<file path="src/rtl/sr_latch_driver.sv">
// Command stage for a gated NOR SR latch: synchronizes and debounces raw set/clear
// requests and issues bounded, non-overlapping S/R drive pulses with a gate enable.
module sr_latch_driver #(
   parameter int unsigned DEB_CYCLES   = 4,
   parameter int unsigned PULSE_CYCLES = 2
) (
   input  logic clk,
   input  logic rst_n,
   input  logic set_req,
   input  logic clr_req,
   output logic s,
   output logic r,
   output logic en,
   output logic busy,
   output logic q_exp,
   output logic conflict
);

   typedef enum logic [1:0] {
      IDLE    = 2'd0,
      DRIVE   = 2'd1,
      RELEASE = 2'd2
   } state_e;

   localparam logic [7:0] DEB_LAST   = 8'(DEB_CYCLES - 1);
   localparam logic [7:0] PULSE_LAST = 8'(PULSE_CYCLES - 1);

   // Line index 0 carries set requests, index 1 carries clear requests.
   logic [1:0] req;
   logic [1:0] sync1_q, sync2_q;
   logic [1:0] lvl_q, lvl_d;
   logic [1:0] ev_q, ev_d;
   logic [7:0] cnt_q [2];
   logic [7:0] cnt_d [2];

   assign req = {clr_req, set_req};

   always_ff @(posedge clk or negedge rst_n) begin
      if (!rst_n) begin
         sync1_q <= '0;
         sync2_q <= '0;
      end else begin
         sync1_q <= req;
         sync2_q <= sync1_q;
      end
   end

   always_comb begin
      lvl_d = lvl_q;
      ev_d  = '0;
      for (int unsigned i = 0; i < 2; i++) begin
         cnt_d[i] = cnt_q[i];
         if (sync2_q[i] == lvl_q[i]) begin
            cnt_d[i] = '0;
         end else if (cnt_q[i] == DEB_LAST) begin
            cnt_d[i] = '0;
            lvl_d[i] = sync2_q[i];
            ev_d[i]  = sync2_q[i];
         end else begin
            cnt_d[i] = cnt_q[i] + 8'd1;
         end
      end
   end

   always_ff @(posedge clk or negedge rst_n) begin
      if (!rst_n) begin
         lvl_q    <= '0;
         ev_q     <= '0;
         cnt_q[0] <= '0;
         cnt_q[1] <= '0;
      end else begin
         lvl_q    <= lvl_d;
         ev_q     <= ev_d;
         cnt_q[0] <= cnt_d[0];
         cnt_q[1] <= cnt_d[1];
      end
   end

   state_e     state_q, state_d;
   logic       cmd_q, cmd_d;
   logic       pend_vld_q, pend_vld_d;
   logic       pend_cmd_q, pend_cmd_d;
   logic [7:0] pcnt_q, pcnt_d;
   logic       q_exp_q, q_exp_d;
   logic       s_q, s_d, r_q, r_d, en_q, en_d, busy_q, busy_d;
   logic       conflict_q, conflict_d;
   logic       single_ev;

   assign single_ev = ev_q[0] ^ ev_q[1];

   always_comb begin
      state_d    = state_q;
      cmd_d      = cmd_q;
      pend_vld_d = pend_vld_q;
      pend_cmd_d = pend_cmd_q;
      pcnt_d     = pcnt_q;
      q_exp_d    = q_exp_q;
      conflict_d = ev_q[0] & ev_q[1];

      unique case (state_q)
         IDLE: begin
            // A fresh event is newer than anything pending, so it wins.
            if (single_ev) begin
               state_d    = DRIVE;
               cmd_d      = ev_q[0];
               pend_vld_d = 1'b0;
               pcnt_d     = '0;
            end else if (pend_vld_q) begin
               state_d    = DRIVE;
               cmd_d      = pend_cmd_q;
               pend_vld_d = 1'b0;
               pcnt_d     = '0;
            end
         end
         DRIVE: begin
            if (single_ev) begin
               pend_vld_d = 1'b1;
               pend_cmd_d = ev_q[0];
            end
            if (pcnt_q == PULSE_LAST) begin
               state_d = RELEASE;
               q_exp_d = cmd_q;
            end else begin
               pcnt_d = pcnt_q + 8'd1;
            end
         end
         RELEASE: begin
            if (single_ev) begin
               pend_vld_d = 1'b1;
               pend_cmd_d = ev_q[0];
            end
            state_d = IDLE;
         end
         default: state_d = IDLE;
      endcase

      // Outputs are registered from the next state so the latch sees clean levels.
      en_d   = (state_d == DRIVE);
      busy_d = (state_d != IDLE);
      s_d    = busy_d & cmd_d;
      r_d    = busy_d & ~cmd_d;
   end

   always_ff @(posedge clk or negedge rst_n) begin
      if (!rst_n) begin
         state_q    <= IDLE;
         cmd_q      <= 1'b0;
         pend_vld_q <= 1'b0;
         pend_cmd_q <= 1'b0;
         pcnt_q     <= '0;
         q_exp_q    <= 1'b0;
         s_q        <= 1'b0;
         r_q        <= 1'b0;
         en_q       <= 1'b0;
         busy_q     <= 1'b0;
         conflict_q <= 1'b0;
      end else begin
         state_q    <= state_d;
         cmd_q      <= cmd_d;
         pend_vld_q <= pend_vld_d;
         pend_cmd_q <= pend_cmd_d;
         pcnt_q     <= pcnt_d;
         q_exp_q    <= q_exp_d;
         s_q        <= s_d;
         r_q        <= r_d;
         en_q       <= en_d;
         busy_q     <= busy_d;
         conflict_q <= conflict_d;
      end
   end

   assign s        = s_q;
   assign r        = r_q;
   assign en       = en_q;
   assign busy     = busy_q;
   assign q_exp    = q_exp_q;
   assign conflict = conflict_q;

endmodule

</file>
<file path="config.mk">
export PLATFORM = sky130hd
export DESIGN_NAME = sr_latch_driver
export DESIGN_NICKNAME = d
export VERILOG_FILES = /design/src/rtl/sr_latch_driver.sv
export SDC_FILE = /design/constraint.sdc
export NUM_CORES = 1
export LEC_CHECK = 0
export CAP_MARGIN = 20
export CELL_PAD_IN_SITES_DETAIL_PLACEMENT = 2
export CELL_PAD_IN_SITES_GLOBAL_PLACEMENT = 2
export CORE_UTILIZATION = 39
export DETAILED_ROUTE_END_ITERATION = 6
export PLACE_DENSITY = 0.76
export SLEW_MARGIN = 20
export SYNTH_ARGS = -nofsm -noshare
export SYNTH_HDL_FRONTEND = slang
export SYNTH_SLANG_ARGS = --single-unit
</file>
<file path="constraint.sdc">
create_clock -name clk -period 2.1 [get_ports clk]
set_input_delay 0.42 -clock clk [delete_from_list [all_inputs] [get_ports clk]]
set_output_delay 0.42 -clock clk [all_outputs]
set_load 0.01 [all_outputs]
</file>
Word-level counts from Yosys, hierarchy flattened
Index checks and enable logic that the tools add are counted.
- register bits after elaboration: 43
- output and inout port bits: 6
- logic and storage cells: 71
- input bits: 4
- equal/unequal tests: 11
- reductions and logical operators: 11
- add/sub/neg operators: 3
- multiplexer cells: 21
- bitwise operators: 7
- operators with widths (operator ; number):
    $mux 8 ; 7
    $add 8x1->8 const B ; 3
    $eq 8x2->1 const B ; 2
    $pmux 8 s2 ; 1
    $reduce_and 2->1 ; 5
    $eq 8x1->1 const B ; 1
    $mux 1 ; 8
    $mux 2 ; 3
    $reduce_bool 2->1 ; 3
    $eq 2x1->1 const B ; 2
    $pmux 2 s2 ; 1
    $and 1x1->1 ; 3
    $ne 3x3->1 const B ; 1
    $not 1->1 ; 3
    $reduce_and 3->1 ; 1
    $eq 1x1->1 ; 2
    $eq 2x2->1 const B ; 1
    $logic_not 2->1 ; 1
    $ne 2x1->1 const B ; 1
    $ne 2x2->1 const B ; 1
    $pmux 1 s2 ; 1
    $reduce_or 2->1 ; 1
    $xor 1x1->1 ; 1

Depth between registers and ports, before layout
- word-level depth: 5
- mapped depth: 7
- depth with buffers taken out: 6

Worst setup path before layout
Ideal clock, no wire load.
- path kind: reg-to-reg
- start: reg state_q[0]
- end: reg pcnt_q[7]
- slack: 181 ps
- path buffers: 1
- stages on the path, launching flop included: 8
- setup time: 69 ps
- clock period less this slack: 1919 ps
- data arrival time: 1850 ps
- data required time: 2031 ps
- cell sequence: dfrtp_1 > inv_1 > ha_1 > buf_6 > nor3b_1 > a311o_1 > or4b_1 > nand3_1
- cells in the longest elaborated chain, start to end: 3
- elaborated cells between the ends (all ways): 7
- classes of those cells: eq/ne: 3; mux: 1; reduce/logical: 3
- ends and longest elaborated chain (item ; line ; text):
    start, declared ; 79 ; state_e state_q, state_d;
    start signal, assigned ; 158 ; state_q <= state_d;
    $eq 2x1->1 / $logic_not 2->1 (equally long branches) ; 100 ; unique case (state_q)
    $ne 2x2->1 (no line), or another cell as far along ; -- ;
    $reduce_and 3->1 (no line) ; -- ;
    end signal, assigned ; 162 ; pcnt_q <= pcnt_d;
    end, declared ; 83 ; logic [7:0] pcnt_q, pcnt_d;
Parallel ways exist; a longest one is shown, timed or not.
A chain may end at the register's enable or synchronous reset.

Worst setup path in the final report
- start: reg pcnt_q[1]
- end: reg pcnt_q[7]
- cells in the longest elaborated chain, start to end: 3
- elaborated cells between the ends (all ways): 6
- classes of those cells: add/sub: 1; eq/ne: 2; mux: 2; reduce/logical: 1
- ends and longest elaborated chain (item ; line):
    $add 8x1->8 / $eq 8x1->1 (equally long branches) ; 124, 120
    $mux 8 / $ne 2x2->1 (equally long branches) ; --
    $pmux 8 s2 / $reduce_and 3->1 (equally long branches) ; --
Parallel ways exist; a longest one is shown, timed or not. The select of a mux whose other input is x is not followed.

==> results.cfg <==
[run_status]
status = finished clean

[worst_setup_path]
cp.arrival_ps = 2170
end_kind = register
r2r_end = pcnt_q[7]
path_max_fanout = 4
crit_chain = inv_1 -> ha_1 -> nor4b_1 -> buf_4 -> a311o_1 -> or4b_1 -> nand3_1
critPathBufInv = 2
rrSetupSlack_ps = 150
cp.required_ps = 2320
r2r_start = pcnt_q[1]
cp_slowest_cell = or4b_1
max_stage_delay_ps = 530
r2r.worst_path.cells = 7
start_kind = register
path_class = register to register
critical-path-top-delay-family = simple AND/OR/NAND/NOR gates

[clock_network]
cts_tree = built
root_buffer = clkbuf_8
post_cts_buffers = 0
cts_buffers = 5
insertion_delay_ps = 290
cts_sinks = 43
cts.reportedPaths.clkPinSlew_ps = 80
clock_path_buffers = 2
cts.repair.resized = 0
h-tree-depth = 2
ctsHoldBuffers = 0

[finish]
nets = 210
synthToLayoutAreaGrowth_pct = 15.6
diodes = 0
drive_gt1_share_pct = 12.1
fin_area_um2 = 2240

[routing]
drc = 0
ant_nets = 0
drtIter0Drc = 61
firstDrtPassIters = 3
wl_per_cell_um = 16.4
routed-via-count = 1407
finalWirelength_um = 4360
routed_via_density = 5.29

[die]
core-area_um2 = 4750
ios = 10
initial_core_util_pct = 40.8
die_area_um2 = 5260
die_y_um = 72.5
fp-row-count = 25
die_w_um = 72.5

[timing]
setup_violations = 0
fin_ws_ps = 153
slew_viol_final = 0
timing.fmax_ghz = 0.513
tns_ps = 0
final.min_clock_period_ps = 1950
period_share_pct = 92.7
worst_slew_pin_slew_ps = 541
hold-worst-slack_ps = 108
fin_skew_ps = 6.06
rsz0062_at_grt = no
timing.final.hold_violations = 0
relSlewSlack_pct = 64.0

[synth]
synthCells = 179
synth_area_leaders = dfrtp_1 56%, ha_1 4.5%, xor2_1 4.5%
syn_area_um2 = 1940
synth-seq-cells = 43
synth_common_cells = 43 x dfrtp_1, 19 x nor2_1, 17 x nand3_1
synth.largest_area_cell = dfrtp_1
synth_top_flop_cell = dfrtp_1
synth_warnings = 0
async_reset_ff_share_pct = 100
synth.avg_cell_area_um2 = 10.8
synth_edf_count = 0
synth_nets = 190
yosysTopAreaCellShare_pct = 55.5
synth_most_common_cell = dfrtp_1
synth.distinct_cells = 35
ys_seq_area_share_pct = 55.5

[grt]
grt_pass1_wl_um = 7570
antenna_found_initial = 0
grt_max_degree = 23
grt-ovfl-total = 0
grt_use_total_pct = 19.1
first_global_vias = 1595

[place]
placed_area_um2 = 2150
dp_slack_ps = 169
dp.final_hpwl_um = 3250
io_buffers = 9
gp_congestion = 0.811

[power_and_ir_drop]
p_per_area_nw_per_um2 = 1110
ir_worst_vdd_uv = 507
p_leak_nw = 1.06

[hold_path]
worst_hold_path_type = input pin to asynchronous set/reset pin

[run]
maxCapViolCount = 0
kinds of logic (layout without fill, tap and decap cells):
group | Yosys count | after routing | synth area share [%]
buf+inv | 9 | 29 | 2.19
xor+xnor | 14 | 14 | 6.33
mux | 6 | 6 | 3.49
compound gates | 19 | 19 | 6.78
flops | 43 | 43 | 55.5
simple gates | 81 | 81 | 21.2
fa+ha+maj | 7 | 7 | 4.52
sequential cells by signal (all words and copies together), names as in the netlist, 2 cells and up:
register and count:
cnt_q 16, ev_q 2, lvl_q 2, pcnt_q 8
state_q 2, sync1_q 2, sync2_q 2
cell usage in the layout (no fill, tap or decap), drive strengths merged, types with 2 or more instances in the layout:
cell	count
dfrtp	43
nor2	19
nand3	17
nand2	16
xor2	10
clkdlybuf4s50	8
buf	8
ha	7
inv	6
and3	6
mux2	6
clkbuf	6
o21ai	5
nor3	5
xnor2	4
a21oi	4
or3	4
nor3b	3
a22o	3
nor4b	2
and2	2
or2	2
cell type report:
type                            instances  area (µm²)
Fill cell                             517        2510
Sequential cell                        43        1080
Clock inverter                          1        5.00
Multi-Input combinational cell        127         820
Inverter                                6        22.5
Clock buffer                            6        82.6
Timing Repair Buffer                   16         150
Tap cell                               67        83.8
power breakdown:
group | internal (mW) | switching, mW | leakage [nW]
clock | 0.258 | 0.262 | 0.0470
combinational | 0.390 | 0.505 | 0.438
sequential | 0.965 | 0.105 | 0.576
total | 1.61 | 0.872 | 1.06
how the worst max path moves through the flow:
stage / from / end / slack [ps] / depth (start not counted)
floorplan: state_q[0] / pcnt_q[7] / 180 / 7
global placement: pcnt_q[1] / pcnt_q[7] / 250 / 7
detailed placement: pcnt_q[1] / pcnt_q[7] / 170 / 7
CTS: pcnt_q[1] / pcnt_q[7] / 150 / 7
global route: pcnt_q[1] / pcnt_q[7] / 70 / 7
finish: pcnt_q[1] / pcnt_q[7] / 150 / 7
worst register-to-register path, stage by stage, from the launching register on:
cell and delay, ps:
dfrtp_1 400, inv_1 60, ha_1 170, nor4b_1 140, buf_4 150, a311o_1 340, or4b_1 530, nand3_1 110
stage by stage:
stage / cells / power [mW] / util, %
floorplan: 179 / 1.63 / -
global placement: 259 / 1.92 / 45.3
detailed placement: 259 / 1.98 / 45.3
CTS: 266 / 2.53 / 47.1
global route: 266 / 2.67 / 47.1
finish: 266 / 2.49 / 47.1
metal layers:
layer  global-route usage (%)  vias up  share of wire [%]
li1                         -      656                  -
met1                     23.3      739                 44
met2                     33.6       10                 54
met3                     3.33        2                1.4
met4                     7.19        0               0.57
met5                        0        -                  0
(Power assumes the default switching activity.)
